===== src/rtl/port_tx_responder.sv =====
// Memory-mapped output-port transmitter: bus writes to TX_ADDR queue words in a FIFO,
// which are sent over a four-phase valid/ack handshake. Optional macro: PORT_TX_PARITY_EN.
module port_tx_responder #(
  parameter int                    DATA_WIDTH = 8,
  parameter int                    FIFO_DEPTH = 4,
  parameter logic [DATA_WIDTH-1:0] TX_ADDR    = 'hF0,
  parameter logic [DATA_WIDTH-1:0] STAT_ADDR  = 'hF1
) (
  input  logic                  clk,
  input  logic                  rst_n,
  input  logic [DATA_WIDTH-1:0] addr_bus,
  input  logic                  wr_en,
  input  logic                  rd_en,
  input  logic [DATA_WIDTH-1:0] data_bus_in,
  output logic [DATA_WIDTH-1:0] data_bus_out,
  output logic [DATA_WIDTH-1:0] dev_data,
  output logic                  dev_valid,
  input  logic                  dev_ack,
`ifdef PORT_TX_PARITY_EN
  output logic                  dev_parity,
`endif
  output logic                  tx_empty,
  output logic                  tx_full
);

  localparam int AW = $clog2(FIFO_DEPTH);
  localparam int CW = AW + 1;

  typedef enum logic [1:0] {IDLE, SEND, RELEASE} state_t;

  state_t                state;
  logic [DATA_WIDTH-1:0] mem [FIFO_DEPTH];
  logic [AW-1:0]         wr_ptr, rd_ptr;
  logic [CW-1:0]         count, count_next;
  logic                  ovf;
  logic                  tx_sel, push, drop, pop, stat_rd;
  logic [DATA_WIDTH-1:0] status;

  // Admission uses the registered full flag, so a same-cycle pop never frees a slot early.
  assign tx_sel  = wr_en && (addr_bus == TX_ADDR);
  assign push    = tx_sel && !tx_full;
  assign drop    = tx_sel && tx_full;
  assign pop     = (state == IDLE) && (count != '0) && !dev_ack;
  assign stat_rd = rd_en && (addr_bus == STAT_ADDR);

  // NOTE: every variable driven from always_comb gets a default first so no latch is inferred.
  always_comb begin
    count_next = count + CW'(push) - CW'(pop);
    status     = '0;
    status[0]  = tx_empty;
    status[1]  = tx_full;
    status[2]  = ovf;
    status[AW+3:3] = count;
`ifdef PORT_TX_PARITY_EN
    status[AW+4] = 1'b1;
`endif
  end

  // NOTE: the storage array has no reset; stale entries are unreachable once the pointers clear.
  always_ff @(posedge clk) begin
    if (push) mem[wr_ptr] <= data_bus_in;
  end

  // NOTE: sequential state uses non-blocking assignments so every register sees pre-edge values.
  always_ff @(posedge clk) begin
    if (!rst_n) begin
      state        <= IDLE;
      wr_ptr       <= '0;
      rd_ptr       <= '0;
      count        <= '0;
      ovf          <= 1'b0;
      tx_empty     <= 1'b1;
      tx_full      <= 1'b0;
      dev_valid    <= 1'b0;
      dev_data     <= '0;
      data_bus_out <= '0;
`ifdef PORT_TX_PARITY_EN
      dev_parity   <= 1'b0;
`endif
    end else begin
      if (push) wr_ptr <= wr_ptr + AW'(1);
      count    <= count_next;
      tx_full  <= (count_next == CW'(FIFO_DEPTH));
      tx_empty <= (count_next == '0);

      // Status captures the old ovf; an overflow in the same cycle wins over the clear.
      data_bus_out <= stat_rd ? status : '0;
      if (drop)         ovf <= 1'b1;
      else if (stat_rd) ovf <= 1'b0;

      case (state)
        IDLE: begin
          if (pop) begin
            dev_data  <= mem[rd_ptr];
`ifdef PORT_TX_PARITY_EN
            dev_parity <= ^mem[rd_ptr];
`endif
            dev_valid <= 1'b1;
            rd_ptr    <= rd_ptr + AW'(1);
            state     <= SEND;
          end
        end
        SEND: begin
          if (dev_ack) begin
            dev_valid <= 1'b0;
            state     <= RELEASE;
          end
        end
        RELEASE: begin
          if (!dev_ack) state <= IDLE;
        end
        default: state <= IDLE;
      endcase
    end
  end

endmodule

===== config.mk =====
export PLATFORM = sky130hd
export DESIGN_NAME = port_tx_responder
export DESIGN_NICKNAME = d
export VERILOG_FILES = /design/src/rtl/port_tx_responder.sv
export SDC_FILE = /design/constraint.sdc
export NUM_CORES = 1
export LEC_CHECK = 0
export BUFFER_PORTS_ARGS = -buffer_cell sky130_fd_sc_hd__buf_2
export CORE_ASPECT_RATIO = 0.8
export CORE_MARGIN = 2
export CORE_UTILIZATION = 55
export DETAILED_ROUTE_END_ITERATION = 8
export GPL_TIMING_DRIVEN = 0
export PLACE_DENSITY = 0.83
export SYNTH_ARGS = -nofsm -noshare
export SYNTH_HDL_FRONTEND = slang
export SYNTH_SLANG_ARGS = --single-unit

===== constraint.sdc =====
create_clock -name clk -period 6.5 [get_ports clk]
set_clock_uncertainty 0.1 [all_clocks]
set_input_delay 1.3 -clock clk [delete_from_list [all_inputs] [get_ports clk]]
set_output_delay 1.3 -clock clk [all_outputs]
set_load 0.01 [all_outputs]

* After elaboration in Yosys (flattened, before gate mapping)
Memories as Yosys holds them, arrays and structs flattened. A register that Yosys moved wholly into a read port is not among the register bits.
Cells that the tools add are included.
** Cells by class
- Add/sub/neg operators :: 4
- $mul :: 0
- Div/mod/pow operators :: 0
- Order comparisons :: 0
- Eq/ne operators :: 8
- Shifts and indexed selects :: 0
- Multiplexer cells :: 11
- Bitwise operators :: 0
- Reductions and logical operators :: 18
** Operators by type and width (count)
- $eq A8 B8 Y1 const B :: 2
- $logic_and A1 B1 Y1 :: 6
- $mux W1 :: 6
- $mux W2 :: 3
- $ne A2 B2 Y1 const B :: 3
- $pmux W2 S3 :: 1
- $reduce_and A3 Y1 :: 2
- $add A2 B1 Y2 const B :: 2
- $reduce_and A2 Y1 :: 2
- $reduce_bool A2 Y1 :: 2
- $add A3 B1 Y3 :: 1
- $eq A3 B3 Y1 const B :: 1
- $logic_not A1 Y1 :: 3
- $logic_not A3 Y1 :: 1
- $reduce_bool A3 Y1 :: 1
- $sub A3 B1 Y3 :: 1
- $eq A2 B1 Y1 const B :: 1
- $eq A2 B2 Y1 const B :: 1
- $logic_not A2 Y1 :: 1
- $pmux W1 S2 :: 1
** Storage, ports and cells
- Flip-flop bits (word level) :: 21
- Latch bits :: 0
- Bits in writable memories :: 32
- Bits in read-only memories :: 0
- Bits of input ports :: 21
- Output and inout port bits :: 19
- Word-level logic and storage cells :: 52
- Memories kept :: 1
** Memory list
- mem :: words 4, bits a word 8, read ports 1, clocked after memory_dff 1, wr ports 1, RTL line 32 : logic [DATA_WIDTH-1:0] mem [FIFO_DEPTH];

* Depth between registers and ports, before layout
- Word-level depth :: 6
- Mapped depth :: 11
- Gate-level depth less buffers :: 11

* Worst setup path before layout
No wires, ideal clock.
- Kind :: input port to flip-flop
- From :: input port addr_bus[1]
- To :: register tx_empty
- Library setup time :: 0.132 ns
- Data arrival time :: 3.566 ns
- Data required time :: 6.268 ns
- Path slack :: 2.702 ns
- Cell stages on the path :: 11
- Path buffers :: 0
- Path through :: or3_1 -> nor4_4 -> inv_1 -> ha_1 -> inv_1 -> ha_1 -> inv_1 -> fa_1 -> xnor3_1 -> nor2_1 -> a21oi_1
** Between the ends
- Cells in the longest elaborated chain, start to end :: 6
** RTL lines
- from (decl) :: RTL line 11 : input logic [DATA_WIDTH-1:0] addr_bus,
- $eq A8 B8 Y1 :: RTL line 40 : assign tx_sel = wr_en && (addr_bus == TX_ADDR);
- $logic_and A1 B1 Y1 :: RTL line 40
- $logic_and A1 B1 Y1 :: RTL line 41 : assign push = tx_sel && !tx_full;
- $add A3 B1 Y3 :: RTL line 48 : count_next = count + CW'(push) - CW'(pop);
- $sub A3 B1 Y3 :: RTL line 48
- $logic_not A3 Y1 :: RTL line 84 : tx_empty <= (count_next == '0);
- to (signal assigned) :: RTL line 84
- to (decl) :: RTL line 22 : output logic tx_empty,
Every way passes these cells.
A chain may end at the register's enable or synchronous reset.

* Worst setup path in the final report
Ends and elaborated chain as after synthesis.

==> metrics.txt <==
H-tree levels 3; final core utilization 69.4%; Final Hold Fails 0; Worst Hold Depth 2; share of cells above drive strength 1 30.3%; Worst IR Drop VDD 213 µV; RSZ-0062 raised after global routing no; number of vias per cell 5.35; Clk Latency, worst-skew pair 0.34 ns; global route total overflow 0; Design Power 948 µW; Max Slew Vio Count 0; Hold Startpoint ovf; Mapped Area 2290 µm²; CTS Buf Count 9; number of DRC markers in iteration 0 75; CP Data Arrival Time 3.97 ns; Leakage 0.00103 µW; Multi-input gate area 727 µm²; setup violators final 0; Worst R2R Path Depth 10; crit path cell chain buf_2, or3_1, nor4_4, inv_1, ha_1, inv_1, ha_1, inv_1, fa_1, xnor3_1, nor2_1, a21oi_1; Yosys cell types 34; first-pass GRT wire length 6700 µm; Ports 40; register area 1500 µm²; post-CTS resize count 0; Max Cap Viol 0; antenna violations before repair 0; RR Endpoint tx_empty; syn avg cell area 14.5 µm²; maximum root-to-sink buffer count 2; root buffer cell clkbuf_8; Residual DRC 0; # nets final 234; worst hold path endpoint data_bus_out[2]; routed length per placed instance 15.3 µm; cell mode on critical path inv_1; worst hold path class flop to flop; vias in the first global route 1467; setup TNS 0 ns; Least-Margin Pin Slew 0.911 ns; type of origin of the critical path input port; Largest stage delay, worst path 0.48 ns; routability cong. 0.722; slew margin rel. 38.8%; Crit-path slowest cell nor4_4; post-route ant nets 0; Cell Rows 20; first-pass iteration count of the detailed router 4; status finished, final reports clean; clk sinks 59; Port-buffer cells 36; fin crit share 59.6%; initial core utilization 58.8%; Cell Pwr Density 350 nW/µm²; Die Span X 76.2 µm; Setup CP Type input port to flop; Syn. warnings 0; clock slew at reported path FFs 0.06 ns; sequential-to-total area share from yosys stat 65.4%; pin count of the biggest net entering global routing 11; Worst Path Required 6.60 ns; core area 3900 µm²; Achievable Freq 0.258 GHz; worst r2r src count[1]; # fillers 289; CP Capture Type flop; antenna fix cells 0; GRT Total Usage 20.0%; dpl hpwl 2910 µm; CTS tree built; Via Count 1423; fin crit period 3.87 ns; Area Growth Syn to Fin 18.1%; Mapped Cells 158; #FFs+latches synth 59; die area 4710 µm²; crit path max fanout 7; Post-Route WL 4080 µm; die height 61.8 µm; # Post-CTS Setup Buffers 0; # hold bufs at CTS 0; reg-to-reg setup timing slack 3.35 ns
-- critical path, delay by kind of cell --
kind | cells | cell delay [ns]
xor gates and xnor gates | 1 | 0.36
buffers and inverters | 4 | 0.31
AOI/OAI and AO/OA | 1 | 0.06
adders and majority gates | 3 | 0.84
and+or+nand+nor | 3 | 1.09
-- power by group --
group | internal [µW] | total [µW] | leakage (µW) | switching [µW]
sequential | 428 | 452 | 0.000507 | 24.5
clock | 145 | 273 | 0.0000852 | 128
combinational | 105 | 222 | 0.000441 | 118
-- flip-flops by register name, summed over array words and instances (netlist names) --
| register | cells |
|---|---|
| rd_ptr | 2 |
| mem | 32 |
| dev_valid | 1 |
| tx_full | 1 |
| state | 2 |
| ovf | 1 |
| wr_ptr | 2 |
| tx_empty | 1 |
| data_bus_out | 6 |
| count | 3 |
| dev_data | 8 |
-- layer usage --
metal	track usage, %	part of all wire (%)
met1	20.9	40
met2	36.8	53
met3	9.97	7.0
met4	6.23	0.47
met5	0	0
-- cells in the final DEF, fill, tap and decap left out, types with 2 or more instances in the layout --
cell type	Yosys	final
o2bb2ai_1	8	8
clkbuf_1	3	5
edfxtp_1	32	32
mux4_2	8	8
buf_4	2	2
nor3_1	3	3
mux2i_1	2	2
clkbuf_8	0	10
buf_2	2	38
nand2b_1	2	2
dfxtp_1	27	27
ha_1	6	6
o21ai_0	2	2
or3_1	4	4
a21oi_1	3	3
nor2_1	3	3
inv_1	9	9
clkinv_1	0	2
conb_1	1	2
and2_1	10	10
nand2_1	15	15
nor4_1	2	2
clkinv_2	0	2
-- how the worst max path moves through the flow --
stage | start | end | slack, ns
finish | addr_bus[1] | tx_empty | 2.63
global route | addr_bus[1] | tx_empty | 2.48
CTS | addr_bus[1] | tx_empty | 2.62
detailed placement | addr_bus[1] | tx_empty | 2.32
global placement | addr_bus[1] | tx_empty | 2.47
floorplan | addr_bus[1] | tx_empty | 2.70
-- kinds of logic (layout without fill, tap and decap cells) --
| family | after synthesis | after routing | synth area share (%) |
|---|---|---|---|
| compound gates | 17 | 17 | 5.56 |
| mux | 10 | 10 | 8.72 |
| fa+ha+maj | 7 | 7 | 4.14 |
| other cells | 1 | 2 | 0.163 |
| buf+inv | 16 | 68 | 3.05 |
| xor+xnor | 2 | 2 | 1.36 |
| flops | 59 | 59 | 65.4 |
| simple gates | 46 | 46 | 11.6 |
-- layout make-up --
class / count / area share (%)
Clock inverter: 4 / 0.646
Multi-Input combinational cell: 84 / 26.8
Inverter: 9 / 1.25
Sequential cell: 59 / 55.4
Tap cell: 55 / 2.54
Buffer: 7 / 1.34
Clock buffer: 12 / 5.36
Timing Repair Buffer: 36 / 6.65
-- stage by stage --
step           cell area (µm²)  cells  worst slack [ns]  hold WS (ns)
6_report                  2710    266              2.63         0.353
5_1_grt                   2710    266              2.48         0.389
4_1_cts                   2710    266              2.62         0.356
3_5_place_dp              2550    250              2.32         0.343
3_3_place_gp              2550    250              2.47         0.334
2_1_floorplan             2300    159              2.70         0.325
-- cell usage after synthesis --
cell type,n,area [µm²]
fa_1,1,20.0
conb_1,1,3.75
nor3_1,3,15.0
nand4_1,1,6.26
a21oi_1,3,15.0
o21bai_1,1,7.51
nor2_1,3,11.3
o31ai_1,1,7.51
o2bb2ai_1,8,70.1
nor4_4,1,21.3
and3_1,1,6.26
or4_1,1,7.51
mux4_2,8,180
edfxtp_1,32,961
ha_1,6,75.1
xor2_1,1,8.76
nor2_2,1,6.26
nand2_1,15,56.3
and2_1,10,62.6
or3_1,4,25.0
mux2i_1,2,20.0
dfxtp_1,27,541
nor4_2,1,12.5
nor4_1,2,12.5
a221oi_1,1,8.76
buf_4,2,15.0
xnor3_1,1,22.5
o21ai_0,2,10.0
nand2b_1,2,12.5
buf_2,2,10.0
a2111oi_0,1,8.76
nor3_2,1,10.0
clkbuf_1,3,11.3
inv_1,9,33.8
(Power assumes the default switching activity.)
